$ cat config.mk
export PLATFORM = sky130hd
export DESIGN_NAME = pc_fetch_unit
export DESIGN_NICKNAME = d
export VERILOG_FILES = /design/src/rtl/pc_fetch_unit.sv
export SDC_FILE = /design/constraint.sdc
export NUM_CORES = 1
export LEC_CHECK = 0
export BUFFER_PORTS_ARGS = -buffer_cell sky130_fd_sc_hd__buf_2
export CAP_MARGIN = 20
export CORE_MARGIN = 1.5
export CORE_UTILIZATION = 45
export DETAILED_ROUTE_END_ITERATION = 16
export GPL_TIMING_DRIVEN = 1
export PLACE_DENSITY = 0.81
export SLEW_MARGIN = 0
export SYNTH_ARGS = -nofsm -noshare
export SYNTH_HDL_FRONTEND = slang
export SYNTH_SLANG_ARGS = --single-unit
export TNS_END_PERCENT = 100
$ cat constraint.sdc
create_clock -name clk -period 6 [get_ports clk]
set_clock_uncertainty 0.05 [all_clocks]
set_input_delay 0.3 -clock clk [delete_from_list [all_inputs] [get_ports clk]]
set_output_delay 0.3 -clock clk [all_outputs]
set_load 0.01 [all_outputs]
$ cat src/rtl/pc_fetch_unit.sv
// Instruction fetch stage: PC register, next-PC selection (sequential, BEQ, jump),
// and the IF/ID register that feeds decode. Halts on an out-of-range PC until reset.
module pc_fetch_unit #(
    parameter int          MEM_DEPTH = 256,
    parameter logic [31:0] RESET_PC  = 32'd0
) (
    input  logic        clk,
    input  logic        rst_n,
    input  logic        stall,
    input  logic        flush,
    input  logic        branch_taken,
    input  logic [15:0] branch_offset,
    input  logic        jump_en,
    input  logic [25:0] jump_target,
    input  logic [31:0] instruction,
    output logic [31:0] program_counter,
    output logic [31:0] if_instr,
    output logic [31:0] if_pc_plus1,
    output logic        if_valid,
    output logic        pc_error
);

    typedef enum logic {RUN = 1'b0, HALT = 1'b1} state_t;

    state_t             state;
    logic        [31:0] pc_p0;
    logic        [31:0] pc_plus1_p0;
    logic signed [31:0] offset_sext_p0;
    logic        [31:0] next_pc_p0;
    logic               redirect_p0;
    logic               out_of_range_p0;
    logic        [31:0] instr_p1;
    logic        [31:0] pc_plus1_p1;
    logic               vld_p1;
    logic               err_q;

    assign pc_plus1_p0    = pc_p0 + 32'd1;
    assign offset_sext_p0 = {{16{branch_offset[15]}}, branch_offset};
    assign redirect_p0    = jump_en | branch_taken;

    // Jump outranks branch; either redirect outranks stall.
    always_comb begin
        next_pc_p0 = pc_plus1_p0;
        if (jump_en)
            next_pc_p0 = {pc_plus1_p0[31:26], jump_target};
        else if (branch_taken)
            next_pc_p0 = pc_plus1_p0 + offset_sext_p0;
        else if (stall)
            next_pc_p0 = pc_p0;
    end

    assign out_of_range_p0 = (next_pc_p0 >= 32'(MEM_DEPTH));

    // Stage boundary: PC (p0) -> IF/ID register (p1)
    always_ff @(posedge clk or negedge rst_n) begin
        if (!rst_n) begin
            state       <= RUN;
            pc_p0       <= RESET_PC;
            instr_p1    <= '0;
            pc_plus1_p1 <= '0;
            vld_p1      <= 1'b0;
            err_q       <= 1'b0;
        end else if (state == RUN) begin
            pc_p0 <= next_pc_p0;
            if (out_of_range_p0) begin
                err_q  <= 1'b1;
                state  <= HALT;
                vld_p1 <= 1'b0;
            end else if (flush || redirect_p0) begin
                vld_p1   <= 1'b0;
                instr_p1 <= '0;
            end else if (!stall) begin
                instr_p1    <= instruction;
                pc_plus1_p1 <= pc_plus1_p0;
                vld_p1      <= 1'b1;
            end
        end
    end

    assign program_counter = pc_p0;
    assign if_instr        = instr_p1;
    assign if_pc_plus1     = pc_plus1_p1;
    assign if_valid        = vld_p1;
    assign pc_error        = err_q;

endmodule

==> results.ini <==
[synth]
synth_area_per_cell_um2 = 8.43
syn_inst = 915
yosysUniqueCellTypes = 71
ys_seq_area_share_pct = 32.1
yosys_warnings = 0
synth_seq_cells = 99
synth.net_count = 1029
synth-main-ff-cell = dfrtp_1
ys_top_cells_by_area = dfrtp_1 (32%), ha_1 (5.4%), a32o_1 (4.3%)
synth-edff-count = 0
yosysTopAreaCellShare_pct = 32.1
synth_top_area_cell = dfrtp_1
async_flop_share_pct = 100
syn_area_mm2 = 0.00771

[worst_setup_path]
crit_start = program_counter[2]$_DFFE_PN0N_
cp.required_ns = 6.19
start_kind = flip-flop
r2r-start = program_counter[2]$_DFFE_PN0N_
crit_fanout = 32
end_kind = flip-flop
path_class = flip-flop to flip-flop
crit_arrival_ns = 5.96

[drt]
wl_per_cell_um = 20.8
dr.pass1.iters = 6
final_antenna_net_count = 0
drt_iter0_drc = 831
routed_wl_um = 26900
drc = 0
vias = 8168
vias_per_cell = 6.32

[sta]
hold_viol_final = 0
max_freq_mhz = 173
min_period_ns = 5.78
tightest_slew_ns = 0.851
slew_headroom_pct = 42.7
whs_ns = 0.143
drv_slew = 0
final.setup.tns_ns = 0
finalWorstSetupSlack_ns = 0.224
setup-violations-final = 0
timing.final.crit_share_pct = 96.3
rsz0062_at_grt = no

[power_and_ir_drop]
clockPowerShare_pct = 36.7
switching_share_pct = 32.3
leakagePower_nw = 4.36
p_int_mw = 1.10
vdd_drop_max_mv = 0.144
power_frac_comb_pct = 21.8
powerDensity_mw_per_mm2 = 176
p_seq_share_pct = 41.5
p_switching_mw = 0.524

[cts]
clockBufferDepth = 2
cts_root_buf = clkbuf_16
clk_pin_slew_ns = 0.08
cts_buffers = 9
cts_sinks = 99
cts_tree = done
h-tree-depth = 3
clock_latency_ns = 0.35

[final_layout]
most-common-layout-cells = buf_2 (176), dfrtp_1 (99), nand2_1 (88)
antenna_cells = 0
layout_commonest_cell = buf_2
layout-drive-gt1-share_pct = 24.6
area.growth.synth_to_final_pct = 19.3
finalNonFillerCells = 1293
nFillCells = 1543
nets = 1182
fin_util_pct = 55.3

[floorplan]
coreArea_mm2 = 0.0166
io_pins = 178
dieArea_mm2 = 0.0179
die_h_um = 134
fp-row-count = 47
start_util_pct = 46.3
die_w_um = 134

[placement]
gp_routability_congestion = 0.959
port_buffers = 177
dp_hpwl_um = 20700
place_inst = 1275
pre_cts_slack_ns = 0.144

[grt]
grt_pass1_wl_um = 42000
grt_util_all_layers_pct = 29.7
overflow = 0
grt_pass1_vias = 7767
grt_max_degree = 51
antenna_found_initial = 0

[worst_hold_path]
min_from = instruction[17]
hp-class = primary input to flip-flop

[job]
drv_cap = 0

[outcome]
status = finished clean

## timing repair
action	in CTS	in global routing
buffers inserted	0	1
hold buffers	1	0
setup endpoints to repair	0	65
gates resized for setup	0	4
hold endpoints to repair	49	0
## layout make-up
| type | count | area [µm²] | area share [%] |
|---|---|---|---|
| Sequential cell | 99 | 2480 | 26.9 |
| Inverter | 21 | 78.8 | 0.857 |
| Clock inverter | 7 | 83.8 | 0.911 |
| Multi-Input combinational cell | 722 | 4880 | 53.1 |
| Clock buffer | 9 | 225 | 2.45 |
| Timing Repair Buffer | 215 | 1180 | 12.8 |
| Tap cell | 220 | 275 | 2.99 |
## cells by family (layout without fill, tap and decap cells)
group           count (synthesis)  in the layout  share of synthesized area (%)
simple gates                  333            333                           22.3
compound gates                270            270                           24.6
flops                          99             99                           32.1
buf+inv                        94            252                           4.87
xor+xnor                       65             65                           7.38
fa+ha+maj                      34             34                           5.62
mux                            20             20                           3.10
## sequential cells by signal, indices dropped and copies added (netlist names)
register and flops:
if_valid 1, if_pc_plus1 32, program_counter 32, if_instr 32, pc_error 1, state 1
## final timing paths
path                                             endpoint  slack (ns)  cells past startpoint
setup / recovery                 if_instr[28]$_DFFE_PN0P_        0.22                     19
hold / removal                   if_instr[17]$_DFFE_PN0P_        0.14                      2
setup reg to reg                 if_instr[28]$_DFFE_PN0P_        0.22                     19
hold reg to reg                      pc_error$_DFFE_PN0P_        0.43                      1
max in group asynchronous  program_counter[1]$_DFFE_PN0N_        4.31                      3
min in group asynchronous     if_pc_plus1[26]$_DFFE_PN0P_        0.46                      2
## cells in the mapped netlist, drive strengths merged (4+ instances only)
library cell   n
nor2b          5
mux2          13
nand2         89
inv           21
or4            6
a32o          33
xnor2         32
o2111ai        4
and2          29
nand3         34
o21a           5
a21oi         61
a41oi          4
a211oi        20
o21ai         51
nand4b         4
nor4          16
a31oi          9
nor3          26
o221ai         4
or2            6
o211ai         9
ha            33
dfrtp         99
clkbuf        57
and3          12
a311oi         4
a2111oi        4
a21o          12
xor2          33
nand4         24
nand3b         4
buf           16
nor2          58
and4           6
o22ai          7
nand2b         9
mux2i          7
## per-stage QoR
stage          power [mW]  cell area (µm²)
2_1_floorplan       0.896             7710
3_3_place_gp         1.03             8850
3_5_place_dp         1.03             8850
4_1_cts              1.62             9170
5_1_grt              1.68             9200
6_report             1.62             9200
## layer usage
layer	wire, µm	GRT usage, %	part of all wire [%]
met1	11200	40.8	41
met2	12200	45.5	45
met3	2300	5.93	8.5
met4	1260	13.2	4.7
met5	0	0	0
## worst max-delay path, stage by stage (launching register included)
cell       delay (ns)
dfrtp_1          0.56
nand3_2          0.25
or2_2            0.44
or2_2            0.38
nor2_1           0.13
xor2_1           0.32
ha_1             0.36
nand2_1          0.19
nor3_1           0.30
a32oi_1          0.24
a21oi_1          0.36
a211oi_1         0.12
a2111oi_1        0.48
buf_4            0.19
nand4b_1         0.21
nor4_4           0.25
buf_4            0.18
nand4_2          0.09
buf_4            0.28
a32o_1           0.25
## power groups by stage
stage	logic, mW	registers, mW	clock network, mW
final	0.353	0.673	0.595
after global routing	0.383	0.673	0.629
after CTS	0.345	0.672	0.602
after detailed placement	0.342	0.686	0
after global placement	0.340	0.686	0
after floorplan	0.210	0.686	0
Power figures use the tool's default switching activity.
